<file path="config.mk">
export PLATFORM = sky130hd
export DESIGN_NAME = f_divsqrt_flat
export DESIGN_NICKNAME = d
export VERILOG_FILES = /design/src/rtl/f_divsqrt_if.sv /design/src/rtl/f_divsqrt.sv /design/src/flat_wrapper.sv
export SDC_FILE = /design/constraint.sdc
export NUM_CORES = 1
export LEC_CHECK = 0
export ABC_AREA = 1
export CORE_ASPECT_RATIO = 1.75
export CORE_MARGIN = 2
export CORE_UTILIZATION = 50
export DETAILED_ROUTE_END_ITERATION = 7
export HOLD_SLACK_MARGIN = 0.08
export PLACE_DENSITY_LB_ADDON = 0.15
export REMOVE_ABC_BUFFERS = 1
export SYNTH_ARGS = -nofsm -noshare
export SYNTH_HDL_FRONTEND = slang
export SYNTH_SLANG_ARGS = --single-unit
</file>
<file path="constraint.sdc">
create_clock -name clk -period 8.75 [get_ports clk]
set_clock_uncertainty 0.15 [all_clocks]
set_input_delay 1.75 -clock clk [delete_from_list [all_inputs] [get_ports clk]]
set_output_delay 1.75 -clock clk [all_outputs]
set_load 0.05 [all_outputs]
</file>
<file path="src/rtl/f_divsqrt_if.sv">
// Handshake/data bundle between the FP issue logic and the iterative divide/sqrt unit.
// The master drives the request side and the slave returns the result.
interface f_divsqrt_if;
    logic        start;
    logic        op;
    logic [31:0] data1;
    logic [31:0] data2;
    logic [31:0] result;
    logic [4:0]  flags;
    logic        busy;
    logic        done;

    modport master (
        output start, op, data1, data2,
        input  result, flags, busy, done
    );

    modport slave (
        input  start, op, data1, data2,
        output result, flags, busy, done
    );
endinterface

</file>
<file path="src/rtl/f_divsqrt.sv">
// Iterative binary32 FDIV.S / FSQRT.S unit: radix-2 restoring recurrence, RNE rounding,
// flush-to-zero for subnormal inputs and results.
module f_divsqrt (
    input logic        clk,
    input logic        rst_n,
    f_divsqrt_if.slave bus
);
    typedef enum logic [2:0] {StIdle, StPrep, StIter, StRnd, StFin} state_e;

    localparam logic [31:0] CanonNan = 32'h7FC0_0000;

    state_e            state_q, state_d;
    logic              op_q, op_d, sign_q, sign_d;
    logic [31:0]       a_q, a_d, b_q, b_d, result_q, result_d;
    logic [4:0]        flags_q, flags_d, cnt_q, cnt_d;
    logic signed [9:0] exp_q, exp_d;
    logic [27:0]       rem_q, rem_d;
    logic [25:0]       quo_q, quo_d;
    logic [23:0]       div_q, div_d;
    logic [51:0]       rad_q, rad_d;

    logic        s1, s2;
    logic [7:0]  e1, e2;
    logic [22:0] f1, f2;
    logic        z1, z2, inf1, inf2, nan1, nan2, snan1, snan2;
    logic [23:0] m1, m2;

    assign {s1, e1, f1} = a_q;
    assign {s2, e2, f2} = b_q;
    // A zero exponent field covers both true zeros and flushed subnormals.
    assign z1    = (e1 == 8'h00);
    assign z2    = (e2 == 8'h00);
    assign inf1  = (e1 == 8'hFF) && (f1 == 23'h0);
    assign inf2  = (e2 == 8'hFF) && (f2 == 23'h0);
    assign nan1  = (e1 == 8'hFF) && (f1 != 23'h0);
    assign nan2  = (e2 == 8'hFF) && (f2 != 23'h0);
    assign snan1 = nan1 && !f1[22];
    assign snan2 = nan2 && !f2[22];
    assign m1    = {1'b1, f1};
    assign m2    = {1'b1, f2};

    logic signed [9:0] exp_div, sq_unb, exp_sqrt;
    assign exp_div  = $signed({2'b00, e1}) - $signed({2'b00, e2}) + 10'sd127;
    assign sq_unb   = $signed({2'b00, e1}) - 10'sd127;
    assign exp_sqrt = (sq_unb >>> 1) + 10'sd127;

    logic        spec;
    logic [31:0] spec_res;
    logic [4:0]  spec_flags;

    always_comb begin
        spec       = 1'b1;
        spec_res   = 32'h0;
        spec_flags = 5'b0;
        if (!op_q) begin
            if (nan1 || nan2) begin
                spec_res      = CanonNan;
                spec_flags[4] = snan1 || snan2;
            end else if ((z1 && z2) || (inf1 && inf2)) begin
                spec_res      = CanonNan;
                spec_flags[4] = 1'b1;
            end else if (inf1) begin
                spec_res = {s1 ^ s2, 8'hFF, 23'h0};
            end else if (z2) begin
                spec_res      = {s1 ^ s2, 8'hFF, 23'h0};
                spec_flags[3] = 1'b1;
            end else if (inf2 || z1) begin
                spec_res = {s1 ^ s2, 31'h0};
            end else begin
                spec = 1'b0;
            end
        end else begin
            if (nan1) begin
                spec_res      = CanonNan;
                spec_flags[4] = snan1;
            end else if (z1) begin
                spec_res = {s1, 31'h0};
            end else if (s1) begin
                spec_res      = CanonNan;
                spec_flags[4] = 1'b1;
            end else if (inf1) begin
                spec_res = 32'h7F80_0000;
            end else begin
                spec = 1'b0;
            end
        end
    end

    // One recurrence step; sqrt pulls two radicand bits per step against trial 4*root+1.
    logic [27:0] step_part, step_sub, step_diff, step_rem;
    logic        step_ge;

    always_comb begin
        if (op_q) begin
            step_part = {rem_q[25:0], rad_q[51:50]};
            step_sub  = {quo_q, 2'b01};
        end else begin
            step_part = rem_q;
            step_sub  = {4'b0, div_q};
        end
        step_ge   = (step_part >= step_sub);
        step_diff = step_part - step_sub;
        if (op_q) begin
            step_rem = step_ge ? step_diff : step_part;
        end else begin
            step_rem = step_ge ? {step_diff[26:0], 1'b0} : {step_part[26:0], 1'b0};
        end
    end

    logic              rnd_up, rnd_nx;
    logic [24:0]       rnd_sum;
    logic signed [9:0] rnd_exp;
    logic [22:0]       rnd_frac;
    logic [31:0]       rnd_res;
    logic [4:0]        rnd_flags;

    always_comb begin
        rnd_nx   = quo_q[1] | quo_q[0] | (rem_q != 28'h0);
        rnd_up   = quo_q[1] & (quo_q[0] | (rem_q != 28'h0) | quo_q[2]);
        rnd_sum  = {1'b0, quo_q[25:2]} + {24'h0, rnd_up};
        rnd_exp  = exp_q + (rnd_sum[24] ? 10'sd1 : 10'sd0);
        rnd_frac = rnd_sum[24] ? rnd_sum[23:1] : rnd_sum[22:0];
        if (rnd_exp >= 10'sd255) begin
            rnd_res   = {sign_q, 8'hFF, 23'h0};
            rnd_flags = 5'b00101;
        end else if (rnd_exp <= 10'sd0) begin
            rnd_res   = {sign_q, 31'h0};
            rnd_flags = 5'b00011;
        end else begin
            rnd_res   = {sign_q, rnd_exp[7:0], rnd_frac};
            rnd_flags = {4'b0, rnd_nx};
        end
    end

    always_comb begin
        state_d  = state_q;
        op_d     = op_q;
        a_d      = a_q;
        b_d      = b_q;
        sign_d   = sign_q;
        exp_d    = exp_q;
        rem_d    = rem_q;
        quo_d    = quo_q;
        div_d    = div_q;
        rad_d    = rad_q;
        cnt_d    = cnt_q;
        result_d = result_q;
        flags_d  = flags_q;
        unique case (state_q)
            StIdle: begin
                if (bus.start) begin
                    state_d = StPrep;
                    op_d    = bus.op;
                    a_d     = bus.data1;
                    b_d     = bus.data2;
                end
            end
            StPrep: begin
                quo_d = 26'h0;
                cnt_d = 5'd0;
                div_d = m2;
                rad_d = 52'h0;
                rem_d = 28'h0;
                if (spec) begin
                    result_d = spec_res;
                    flags_d  = spec_flags;
                    state_d  = StFin;
                end else begin
                    state_d = StIter;
                    if (!op_q) begin
                        sign_d = s1 ^ s2;
                        // Pre-normalise so the first quotient bit is always 1.
                        if (m1 < m2) begin
                            rem_d = {3'b0, m1, 1'b0};
                            exp_d = exp_div - 10'sd1;
                        end else begin
                            rem_d = {4'b0, m1};
                            exp_d = exp_div;
                        end
                    end else begin
                        sign_d = 1'b0;
                        exp_d  = exp_sqrt;
                        rad_d  = sq_unb[0] ? {m1, 28'h0} : {1'b0, m1, 27'h0};
                    end
                end
            end
            StIter: begin
                quo_d = {quo_q[24:0], step_ge};
                rem_d = step_rem;
                if (op_q) rad_d = {rad_q[49:0], 2'b00};
                if (cnt_q == 5'd25) begin
                    cnt_d   = 5'd0;
                    state_d = StRnd;
                end else begin
                    cnt_d = cnt_q + 5'd1;
                end
            end
            StRnd: begin
                result_d = rnd_res;
                flags_d  = rnd_flags;
                state_d  = StFin;
            end
            StFin:   state_d = StIdle;
            default: state_d = StIdle;
        endcase
    end

    always_ff @(posedge clk or negedge rst_n) begin
        if (!rst_n) begin
            state_q  <= StIdle;
            op_q     <= 1'b0;
            a_q      <= 32'h0;
            b_q      <= 32'h0;
            sign_q   <= 1'b0;
            exp_q    <= 10'sd0;
            rem_q    <= 28'h0;
            quo_q    <= 26'h0;
            div_q    <= 24'h0;
            rad_q    <= 52'h0;
            cnt_q    <= 5'd0;
            result_q <= 32'h0;
            flags_q  <= 5'b0;
        end else begin
            state_q  <= state_d;
            op_q     <= op_d;
            a_q      <= a_d;
            b_q      <= b_d;
            sign_q   <= sign_d;
            exp_q    <= exp_d;
            rem_q    <= rem_d;
            quo_q    <= quo_d;
            div_q    <= div_d;
            rad_q    <= rad_d;
            cnt_q    <= cnt_d;
            result_q <= result_d;
            flags_q  <= flags_d;
        end
    end

    assign bus.result = result_q;
    assign bus.flags  = flags_q;
    assign bus.busy   = (state_q == StPrep) || (state_q == StIter) || (state_q == StRnd);
    assign bus.done   = (state_q == StFin);
endmodule

</file>
<file path="src/flat_wrapper.sv">
// flat-port wrapper written by rule: the top's interface ports become plain ports
module f_divsqrt_flat 
  (clk, rst_n, bus_start, bus_op, bus_data1, bus_data2, bus_result, bus_flags, bus_busy, bus_done);
  f_divsqrt_if bus_i ();
  input logic clk;
  input logic rst_n;
  input wire logic [$bits(bus_i.start)-1:0] bus_start;
  input wire logic [$bits(bus_i.op)-1:0] bus_op;
  input wire logic [$bits(bus_i.data1)-1:0] bus_data1;
  input wire logic [$bits(bus_i.data2)-1:0] bus_data2;
  output wire logic [$bits(bus_i.result)-1:0] bus_result;
  output wire logic [$bits(bus_i.flags)-1:0] bus_flags;
  output wire logic [$bits(bus_i.busy)-1:0] bus_busy;
  output wire logic [$bits(bus_i.done)-1:0] bus_done;
  assign bus_i.start = bus_start;
  assign bus_i.op = bus_op;
  assign bus_i.data1 = bus_data1;
  assign bus_i.data2 = bus_data2;
  assign bus_result = bus_i.result;
  assign bus_flags = bus_i.flags;
  assign bus_busy = bus_i.busy;
  assign bus_done = bus_i.done;
  f_divsqrt u_core (.clk(clk), .rst_n(rst_n), .bus(bus_i));
endmodule
</file>
==> out/results.ini <==
[status]
status = complete, no violations

[final_layout]
syn_to_final_growth_pct = 12.6
antenna_cells = 0
final_nets = 2507
fin_util_pct = 56.8
final_cells = 2780
drive_above_1_share_pct = 5.49

[clock_network]
root_buffer = clkbuf_16
cts.sinks = 224
clockBufferDepth = 3
h-tree-depth = 1
cts_tree = done
path_clk_slew_ns = 0.06
insertion_delay_ns = 0.54
cts_hold_buf = 0
numCtsBuffers = 23
cts_resized = 0
postCtsSetupRepairBufs = 0

[timing]
relSlewSlack_pct = 11.1
finalCriticalPeriod_ns = 5.67
setup_violations = 0
hold_viol_final = 0
tightest_slew_ns = 1.33
drv_slew = 0
fmax_mhz = 177
finalCritPeriodShare_pct = 64.7
final.setup.tns_ns = 0
rsz0062_at_grt = false

[worst_setup_path]
cp-end-kind = flop
critPathBufInv = 1
slowest_stage = nand3_2
cp-start-kind = flop
path_cells = buf_4 -> o21ai_0 -> ha_1 -> nand2_1 -> nor4_1 -> nand4_1 -> nand3_2 -> nand3_1 -> nand3_1 -> nand2_1 -> nor2_1 -> nor2_1
max_stage_delay_ns = 0.98
cp_top_family = simple AND/OR/NAND/NOR gates
worstSetupPathType = reg -> reg
worstPathRequired_ns = 9.03
arrival_ns = 5.94
path_max_fanout = 65

[worst_hold_path]
holdCritPathClass = reg -> reg

[floorplan]
rows = 86
ios = 107
die_h_um = 239
dieArea_mm2 = 0.0331
start_util_pct = 50.5
die_x_um = 138
core_area_mm2 = 0.0313

[detailed_routing]
wl_per_cell_um = 18.7
drtIter0Drc = 1018
dr.pass1.iters = 7
drc = 0
viasPerCell = 5.69
drt-total-wl_um = 51900
ant_nets = 0
num_vias = 15800

[synthesis]
ys_seq_elements = 224
synth_top_area_cell = dfrtp_1
synth.most_common_cell = nand2_1
netlist_area_mm2 = 0.0158
synth_top_area_share_pct = 35.5
ys_warn_count = 0
synth_area_leaders = dfrtp_1 (35%), nand2_1 (15%), nand3_1 (6.1%), inv_1 (6.0%), nor2_1 (5.7%)
ys_top_cells_by_count = nand2_1 (620), inv_1 (252), nor2_1 (239)
synth_area_per_cell_um2 = 6.84
yosysSeqAreaShare_pct = 35.5
async_flop_share_pct = 100
synth-edff-count = 0
synthFlopType = dfrtp_1
synth_cell_types = 55
synth_cells = 2310

[placed_design]
numPortBuffers = 106
place.gp.congestion = 0.952
dp_cells = 2740
hpwl_um = 40300

[grt]
grt_use_total_pct = 31.1
grt_overflow_total = 0
antenna_found_initial = 0
first_global_vias = 15700
grt_max_degree = 131
grt_pass1_wl_um = 81900

[job]
drv_cap = 0

==> area by class of cell <==
cell class                      instances  area [um2]
Tap cell                              396         495
Multi-Input combinational cell       1730        8770
Inverter                              273        1030
Clock inverter                          8         104
Timing Repair Buffer                  117        1150
Clock buffer                           32         639
Sequential cell                       224        5610
Fill cell                            3118       13500
==> layout by cell type, fill, tap and decap left out, types with 4 or more instances in the layout <==
master and n:
nor2_4 5, nand3b_1 9, nor2_1 239, or2_2 13
ha_1 68, clkbuf_16 23, xnor2_1 12, nand2_1 620
nand2_2 19, dfrtp_1 223, xor2_1 24, o21ai_1 5
inv_2 20, clkbuf_1 6, nor2_2 8, nand4_1 65
clkdlybuf4s50_1 105, buf_4 11, o211ai_1 29, inv_1 252
nand3_1 192, a21oi_1 162, nor3_1 31, o21ai_0 141
nor4_1 10, o22ai_1 31, o21bai_1 4
==> path summary, 6_finish.rpt <==
check | start | end | slack, ns | cells past startpoint
worst max-delay path | u_core.op_q | u_core.rem_q[18] | 3.08 | 12
max in group asynchronous | rst_n | u_core.op_q | 5.94 | 2
worst min-delay path | u_core.bus.result[20] | u_core.bus.result[20] | 0.32 | 2
min in group asynchronous | rst_n | u_core.rad_q[31] | 1.19 | 1
worst min register to register | u_core.bus.result[20] | u_core.bus.result[20] | 0.32 | 2
worst max register to register | u_core.op_q | u_core.rem_q[18] | 3.08 | 12
==> per-stage QoR <==
| stage | setup slack [ns] | hold slack [ns] | instance area [um2] |
|---|---|---|---|
| 6_report | 3.08 | 0.321 | 17800 |
| 5_1_grt | 2.84 | 0.342 | 17800 |
| 4_1_cts | 3.25 | 0.324 | 17800 |
| 3_5_place_dp | 3.25 | 0.308 | 17000 |
| 3_3_place_gp | 3.28 | 0.305 | 17000 |
| 2_1_floorplan | 3.39 | 0.284 | 15400 |
==> cells by family (layout without fill, tap and decap cells) <==
group | count (synthesis) | after routing | synth area share, %
AO/OA/AOI/OAI | 388 | 388 | 13.4
buffers and inverters | 356 | 430 | 9.10
AND/OR/NAND/NOR | 1230 | 1230 | 34.0
adder cells (fa/ha/maj) | 70 | 70 | 5.64
flip-flops | 224 | 224 | 35.5
XOR/XNOR | 37 | 37 | 2.10
multiplexers | 5 | 5 | 0.341
==> per-layer routing <==
metal	vias up	share of wire, %	global-route usage (%)
li1	7703	-	-
met1	7539	37	34.4
met2	431	53	57.7
met3	148	3.5	2.20
met4	0	6.5	19.2
met5	-	0	0
==> sequential cells by signal, summed over array words and instances (netlist names) <==
signal,cells
u_core.rem_q,28
u_core.exp_q,10
u_core.op_q,1
u_core.sign_q,1
u_core.bus.flags,5
u_core.state_q,3
u_core.bus.result,32
u_core.b_q,32
u_core.a_q,32
u_core.cnt_q,5
u_core.quo_q,26
u_core.rad_q,25
u_core.div_q,24
==> worst min-delay path, stage by stage (launching register included) <==
cell and delay, ns:
dfrtp_1 0.34, nand2_1 0.05, nand2_1 0.04
Power is not shown: default switching activity piles up to over one toggle a cycle in this logic, so the estimate is an artifact.
